--- config.mk ---
export PLATFORM = sky130hd
export DESIGN_NAME = rr_dispatcher_flat
export DESIGN_NICKNAME = d
export VERILOG_FILES = /design/src/rtl/rr_dispatcher_if.sv /design/src/rtl/rr_dispatcher.sv /design/src/flat_wrapper.sv
export SDC_FILE = /design/constraint.sdc
export NUM_CORES = 1
export LEC_CHECK = 0
export CAP_MARGIN = 20
export CORE_MARGIN = 2
export CORE_UTILIZATION = 50
export CTS_CLUSTER_DIAMETER = 120
export DETAILED_ROUTE_END_ITERATION = 8
export HOLD_SLACK_MARGIN = 0.15
export PLACE_DENSITY_LB_ADDON = 0.3
export SETUP_SLACK_MARGIN = 0.05
export SLEW_MARGIN = 5
export SYNTH_ARGS = -nofsm -noshare
export SYNTH_HDL_FRONTEND = slang
export SYNTH_SLANG_ARGS = --single-unit
--- constraint.sdc ---
create_clock -name clk -period 3 [get_ports clk]
set_input_delay 0.45 -clock clk [delete_from_list [all_inputs] [get_ports clk]]
set_output_delay 0.45 -clock clk [all_outputs]
set_load 0.1 [all_outputs]
--- src/rtl/rr_dispatcher_if.sv ---
// Bundle of the dispatcher's upstream stream, per-channel output slots and status.
// The master modport is the dispatcher side. The slave modport is the producer/consumer side.
interface rr_dispatcher_if #(
   parameter int N  = 4,
   parameter int W  = 8,
   parameter int CW = 16
);
   logic                   in_valid;
   logic                   in_ready;
   logic [W-1:0]           in_data;
   logic [N-1:0]           out_valid;
   logic [N-1:0]           out_ready;
   logic [N*W-1:0]         out_data;
   logic [$clog2(N)-1:0]   last_sel;
   logic [CW-1:0]          disp_cnt;

   modport master (
      input  in_valid, in_data, out_ready,
      output in_ready, out_valid, out_data, last_sel, disp_cnt
   );

   modport slave (
      output in_valid, in_data, out_ready,
      input  in_ready, out_valid, out_data, last_sel, disp_cnt
   );
endinterface

--- src/rtl/rr_dispatcher.sv ---
// Round-robin dispatcher. One valid/ready input is spread over N one-deep registered slots.
// Each word goes to the first free slot at or above the rotating pointer, or wraps to the lowest free slot.
module rr_dispatcher #(
   parameter int N  = 4,
   parameter int W  = 8,
   parameter int CW = 16
) (
   input  logic             clk,
   input  logic             rst_n,
   rr_dispatcher_if.master  bus
);
   localparam int SW = $clog2(N);

   logic [N-1:0]   valid_q;
   logic [N*W-1:0] data_q;
   logic [N-1:0]   ptr_q;
   logic [SW-1:0]  last_q;
   logic [CW-1:0]  cnt_q;

   logic [N-1:0]   free;
   logic [N-1:0]   masked;
   logic [N-1:0]   ptr_nxt;
   logic [SW-1:0]  sel;
   logic           found;
   logic           accept;

   // A slot that is draining this cycle counts as free, so each channel can take one word per cycle.
   always_comb begin
      free    = ~valid_q | bus.out_ready;
      masked  = free & ptr_q;
      sel     = '0;
      found   = 1'b0;
      ptr_nxt = '0;
      for (int unsigned i = 0; i < N; i++) begin
         if (masked[i] && !found) begin
            sel   = SW'(i);
            found = 1'b1;
         end
      end
      for (int unsigned i = 0; i < N; i++) begin
         if (free[i] && !found) begin
            sel   = SW'(i);
            found = 1'b1;
         end
      end
      for (int unsigned i = 0; i < N; i++) begin
         ptr_nxt[i] = (SW'(i) > sel);
      end
   end

   assign accept        = bus.in_valid & bus.in_ready;
   assign bus.in_ready  = |free;
   assign bus.out_valid = valid_q;
   assign bus.out_data  = data_q;
   assign bus.last_sel  = last_q;
   assign bus.disp_cnt  = cnt_q;

   always_ff @(posedge clk) begin
      if (!rst_n) begin
         valid_q <= '0;
         data_q  <= '0;
         ptr_q   <= '1;
         last_q  <= '0;
         cnt_q   <= '0;
      end else begin
         for (int unsigned i = 0; i < N; i++) begin
            if (accept && (sel == SW'(i))) begin
               valid_q[i]         <= 1'b1;
               data_q[i*W +: W]   <= bus.in_data;
            end else if (bus.out_ready[i]) begin
               valid_q[i]         <= 1'b0;
            end
         end
         if (accept) begin
            ptr_q  <= ptr_nxt;
            last_q <= sel;
            cnt_q  <= cnt_q + 1'b1;
         end
      end
   end
endmodule

--- src/flat_wrapper.sv ---
// flat-port wrapper written by rule: the top's interface ports become plain ports
module rr_dispatcher_flat 
#(
   parameter int N  = 4,
   parameter int W  = 8,
   parameter int CW = 16
)
  (clk, rst_n, bus_in_valid, bus_in_data, bus_out_ready, bus_in_ready, bus_out_valid, bus_out_data, bus_last_sel, bus_disp_cnt);
  rr_dispatcher_if #(.N(N), .W(W), .CW(CW)) bus_i ();
  input  logic clk;
  input  logic rst_n;
  input wire logic [$bits(bus_i.in_valid)-1:0] bus_in_valid;
  input wire logic [$bits(bus_i.in_data)-1:0] bus_in_data;
  input wire logic [$bits(bus_i.out_ready)-1:0] bus_out_ready;
  output wire logic [$bits(bus_i.in_ready)-1:0] bus_in_ready;
  output wire logic [$bits(bus_i.out_valid)-1:0] bus_out_valid;
  output wire logic [$bits(bus_i.out_data)-1:0] bus_out_data;
  output wire logic [$bits(bus_i.last_sel)-1:0] bus_last_sel;
  output wire logic [$bits(bus_i.disp_cnt)-1:0] bus_disp_cnt;
  assign bus_i.in_valid = bus_in_valid;
  assign bus_i.in_data = bus_in_data;
  assign bus_i.out_ready = bus_out_ready;
  assign bus_in_ready = bus_i.in_ready;
  assign bus_out_valid = bus_i.out_valid;
  assign bus_out_data = bus_i.out_data;
  assign bus_last_sel = bus_i.last_sel;
  assign bus_disp_cnt = bus_i.disp_cnt;
  rr_dispatcher #(.N(N), .W(W), .CW(CW)) u_core (.clk(clk), .rst_n(rst_n), .bus(bus_i));
endmodule
# After elaboration in Yosys (flattened, before gate mapping)
# Index checks and enable logic that the tools add are counted.
# word_totals
reg_bits	58
elab_cells	69
output_inout_bits	55
in_bits	15
# classes
n_lt_le_gt_ge	4
n_eq_ne	3
add_sub_neg	1
bitwise	4
muxes	22
reduce_logical	24
# op_table
op	count
16-bit by 1-bit adder with 16-bit output, second input constant	1
1-bit two-way mux	16
2-bit two-way mux	6
1-bit logical AND	11
2-bit nonzero test	4
1-bit zero test	7
4-bit AND	1
2-bit equality test, second input constant	2
1-bit by 2-bit > comparator with 1-bit output, first input constant	2
2-bit > comparator, first input constant	2
4-bit inverter	1
4-bit OR	1
4-bit OR reduction	1
2-bit by 1-bit equality test with 1-bit output, second input constant	1
2-bit zero test	1
1-bit AND	1

# Longest topological paths before layout
# depth
ltp_word	28
ltp_mapped	6
depth_no_buf	5

# Worst setup path before layout
# Ideal clock, no wire load.
# synth_path
path_type	register to output
start	register u_core.valid_q[1], in the netlist u_core.bus.out_valid[1]
end	output port bus_in_ready
t_required_ps	2550
path_stages_with_launch	3
path_slack_ps	619
t_arrival_ps	1931
path_buffers	0
cell_sequence	dfxtp_1 and4bb_2 nand2_1
# synth_between
elab_chain_len	3
# synth_lines
element	line_no	source
from (decl)	rr_dispatcher.sv:14	logic [N-1:0] valid_q;
from (signal assigned)	rr_dispatcher.sv:60	valid_q <= '0;
from (signal, indexed assignment)	rr_dispatcher.sv:68	valid_q[i] <= 1'b1;
from (signal, indexed assignment)	rr_dispatcher.sv:71	valid_q[i] <= 1'b0;
4-bit inverter	rr_dispatcher.sv:29	free = ~valid_q | bus.out_ready;
4-bit OR	rr_dispatcher.sv:29	
4-bit OR reduction	rr_dispatcher.sv:52	assign bus.in_ready = |free;
to (decl)	flat_wrapper.sv:15	output wire logic [$bits(bus_i.in_ready)-1:0] bus_in_ready;
# No other way between the ends.

# Worst setup path in the final report
# layout_path
start	input port bus_out_ready[3]
end	register u_core.data_q[22], in the netlist u_core.bus.out_data[22]
# layout_between
elab_chain_len	18
word_cells_on_any_way	24
classes_between	eq/ne: 1; mux: 9; bitwise: 3; reduce/logical: 11
# layout_lines
element	line_no	source
from (decl)	flat_wrapper.sv:14	input wire logic [$bits(bus_i.out_ready)-1:0] bus_out_ready;
4-bit OR (*)	rr_dispatcher.sv:29	
4-bit AND	rr_dispatcher.sv:30	masked = free & ptr_q;
1-bit logical AND	rr_dispatcher.sv:35	if (masked[i] && !found) begin
1-bit two-way mux	rr_dispatcher.sv:35	
1-bit zero test	rr_dispatcher.sv:41	if (free[i] && !found) begin
1-bit logical AND	rr_dispatcher.sv:41	
1-bit two-way mux	rr_dispatcher.sv:41	
1-bit zero test	rr_dispatcher.sv:41	
[2 not listed]	--	
1-bit zero test	rr_dispatcher.sv:41	
1-bit logical AND	rr_dispatcher.sv:41	
1-bit two-way mux	rr_dispatcher.sv:41	
1-bit zero test	rr_dispatcher.sv:41	
1-bit logical AND	rr_dispatcher.sv:41	
2-bit two-way mux	rr_dispatcher.sv:41	
2-bit equality test	rr_dispatcher.sv:67	if (accept && (sel == SW'(i))) begin
1-bit logical AND (*)	rr_dispatcher.sv:67	
to (signal, indexed assignment)	rr_dispatcher.sv:69	data_q[i*W +: W] <= bus.in_data;
to (decl)	rr_dispatcher.sv:15	logic [N*W-1:0] data_q;
# Every way passes the cells marked *; elsewhere a longest branch is shown, timed or not.
# A chain may end at the register's enable or synchronous reset.

==> summary.md <==
| Metric | Value |
|---|---|
| Fill count | 385 |
| CTS tree | yes |
| Vias post-DR | 1,990 |
| Top post-synthesis cells by area | dfxtp_1 (47%), mux2i_1 (13%), nand2_1 (7.6%), xnor2_1 (2.8%), and2_1 (2.8%) |
| Final estimated routing congestion in global placement | 0.8909 |
| IO Pins | 70 |
| Post-CTS setup buffers | 0 |
| Async S/R FF share, synth | 0% |
| Initial antenna violation count | 0 |
| Status | finished, final reports clean |
| Synth Area in Simple Gates | 21.48% |
| CP Max Fanout | 9 |
| Largest net degree at the start of global routing | 40 |
| Pwr/cell area | 575.6 nW/um^2 |
| Post-synthesis xor/xnor area fraction | 3.901% |
| DRT Wirelength | 5336 um |
| Crit share post-route | 76.71% |
| Total CTS buffers | 9 |
| First-pass GRT wire length | 8769 um |
| Seq/Total Area, Yosys | 47.01% |
| NumNets Final | 339 |
| Die area | 5518 sq um |
| Post-Synth Adder-Cell Area | 0.5066% |
| # hold bufs at CTS | 0 |
| Compound-gate portion of the synthesized area | 10.79% |
| Synth top area share | 47.01% |
| DRC viols | 0 |
| Yosys cell types | 45 |
| Total power | 1.886 mW |
| Max incr delay on CP | 0.52 ns |
| Total negative slack | 0 ns |
| Initial DRC Count | 114 |
| GRT Total Usage | 21.06% |
| Initial Util | 51.95% |
| Die W | 74.29 um |
| Multiplexer share of the synthesized area | 12.97% |
| Largest family of logic cells by synthesized area | simple AND/OR/NAND/NOR gates |
| H-tree depth | 3 |
| Slew headroom | 57.34% |
| Rows | 25 |
| Cells along the critical path | clkdlybuf4s50_1 -> nand4bb_1 -> o21ai_4 -> nor3_2 -> nand3_1 -> mux2i_1 |
| CP required | 3.24 ns |
| Clock Skews | 0.007250 ns |
| Least-Margin Pin Slew | 0.6381 ns |
| Max-cap violations | 0 |
| Post-Route Utilization | 68.89% |
| Lkg Pwr | 1.405 nW |
| Grt total ovfl | 0 |
| Critical path arrival | 2.54 ns |
| Worst setup SP type | primary input |
| Core box area | 4755 sq um |
| Clock buffer depth | 2 |
| Hold Fails Final Rpt | 0 |
| Unrepaired setup endpoints after global routing | no |
| Drt first pass iters | 4 |
| Skew-Pair Late Insertion Delay | 0.33 ns |
| Post-route ant nets | 0 |
| Mapped cell area | 2470 sq um |
| Synth Net Count | 265 |
| Hpwl dp | 3800 um |
| Worst-path clk slew | 0.06 ns |
| # diodes | 0 |
| Fmax achieved | 0.4345 GHz |
| Max-slew violation count | 0 |
| Post-synth EDFFs | 0 |
| Crit. End Element | flop |
| Ys flop type | dfxtp_1 |
| Die Height | 74.29 um |
| Flops & latches, synth | 58 |
| Syn Inst Count | 249 |
| Yosys Warn Count | 0 |
| Syn avg cell area | 9.919 sq um |
| Sink Count | 58 |
| Layout cells sized above 1 | 27.52% |
| WL/cell | 13.54 um |
| Synth-to-Final Area Change | 32.62% |
| Final setup viols | 0 |
| Vias in the first global route | 1,856 |
| CP max-delay cell | nand3_1 |
| Leading area contributor after synthesis | dfxtp_1 |
| Post-layout min period | 2.301 ns |
| Port Buf Inserts | 69 |
| Tightest Hold Check Type | flop to flop |
| Post_cts resized | 0 |
| Worst VDD drop | 356.2 uV |
| Vias per inst | 5.051 |
| Root Buffer | clkbuf_8 |
| Critical path class | primary input to flop |
-- cell usage after synthesis (all sizes together) (3+ instances only) --
cell type	n
o21ai	9
nor3	5
nand3	7
clkbuf	7
nand2	50
inv	4
nor2b	3
xnor2	8
and2	11
xor2	3
nor2	4
dfxtp	58
nand2b	4
mux2i	32
a21oi	3
or3	5
nand4	3
buf	4
a21boi	9
-- per-stage QoR --
| stage | hold WS [ns] | instances | area, sq um | setup WS (ns) |
|---|---|---|---|---|
| 6_report | 0.4618 | 394 | 3276 | 0.6986 |
| 5_1_grt | 0.4796 | 394 | 3276 | 0.5377 |
| 2_1_floorplan | 0.4354 | 249 | 2470 | 0.6195 |
| 4_1_cts | 0.4639 | 394 | 3276 | 0.7226 |
| 3_3_place_gp | 0.4465 | 379 | 3072 | 0.4459 |
| 3_5_place_dp | 0.4526 | 379 | 3072 | 0.3927 |
-- per-layer routing --
layer / GRT usage, % / vias to the layer above / part of all wire, %
li1: - / 1008 / -
met5: 0 / - / 0
met1: 28.98 / 903 / 48
met2: 30.16 / 70 / 43
met3: 5.962 / 9 / 7.3
met4: 10.91 / 0 / 1.8
-- layout make-up --
| type | count | area (sq um) | share of cell area [%] |
|---|---|---|---|
| Clock buffer | 13 | 168.9 | 5.157 |
| Clock inverter | 2 | 35.03 | 1.070 |
| Inverter | 4 | 15.01 | 0.4584 |
| Multi-Input combinational cell | 176 | 1226 | 37.43 |
| Sequential cell | 58 | 1161 | 35.45 |
| Tap cell | 67 | 83.83 | 2.559 |
| Timing Repair Buffer | 74 | 585.6 | 17.88 |
-- layout by cell type, fill, tap and decap left out, types with 2 or more instances in the layout --
cell	Yosys	layout
clkbuf_8	0	12
dfxtp_1	58	58
xnor2_1	8	8
a21boi_1	5	5
o2111ai_2	2	2
o21a_1	2	2
a21oi_1	2	2
nor3_1	2	2
or3_1	4	4
a22o_1	2	2
o21ai_0	5	5
nand2_1	50	50
nor2_1	4	4
and2_1	11	11
nand3_1	7	7
xor2_1	3	3
clkdlybuf4s50_1	0	13
nand2b_1	3	3
inv_1	4	4
nand4_1	3	3
buf_4	1	60
nor3_2	3	3
nor2b_1	3	3
a21boi_0	3	3
and4bb_2	2	2
mux2i_1	32	32
o21ai_1	2	2
-- where the power goes --
| group | switching, mW | total (mW) | internal, mW |
|---|---|---|---|
| Sequential | 0.0202 | 0.818 | 0.798 |
| Clock | 0.286 | 0.732 | 0.446 |
| Combinational | 0.248 | 0.336 | 0.0873 |
| Total | 0.554 | 1.89 | 1.33 |
-- worst max-delay path: cells and delay by family --
kind / cells / cell delay [ns]
buf+inv: 1 / 0.51
mux: 1 / 0.32
compound gates: 1 / 0.13
simple gates: 3 / 1.13
-- state kept, by name, summed over array words and instances, names as in the netlist --
signal	cells
u_core.ptr_q	4
u_core.bus.out_data	32
u_core.bus.out_valid	4
u_core.bus.disp_cnt	16
u_core.bus.last_sel	2
-- cells by family (layout without fill, tap and decap cells) --
group                    Yosys count  in the layout
AO/OA/AOI/OAI                     32             32
XOR/XNOR                          11             11
adder cells (fa/ha/maj)            1              1
buffers and inverters             15             93
flip-flops                        58             58
multiplexers                      32             32
AND/OR/NAND/NOR                  100            100
-- worst paths after layout --
kind                                start                      end  slack (ns)  cells past startpoint
setup reg to reg  u_core.bus.out_valid[1]  u_core.bus.out_data[22]        0.97                      5
hold / removal    u_core.bus.out_data[30]  u_core.bus.out_data[30]        0.46                      2
hold reg to reg   u_core.bus.out_data[30]  u_core.bus.out_data[30]        0.46                      2
setup / recovery         bus_out_ready[3]  u_core.bus.out_data[22]        0.70                      6
No activity file was read; power rests on OpenSTA's default activity.
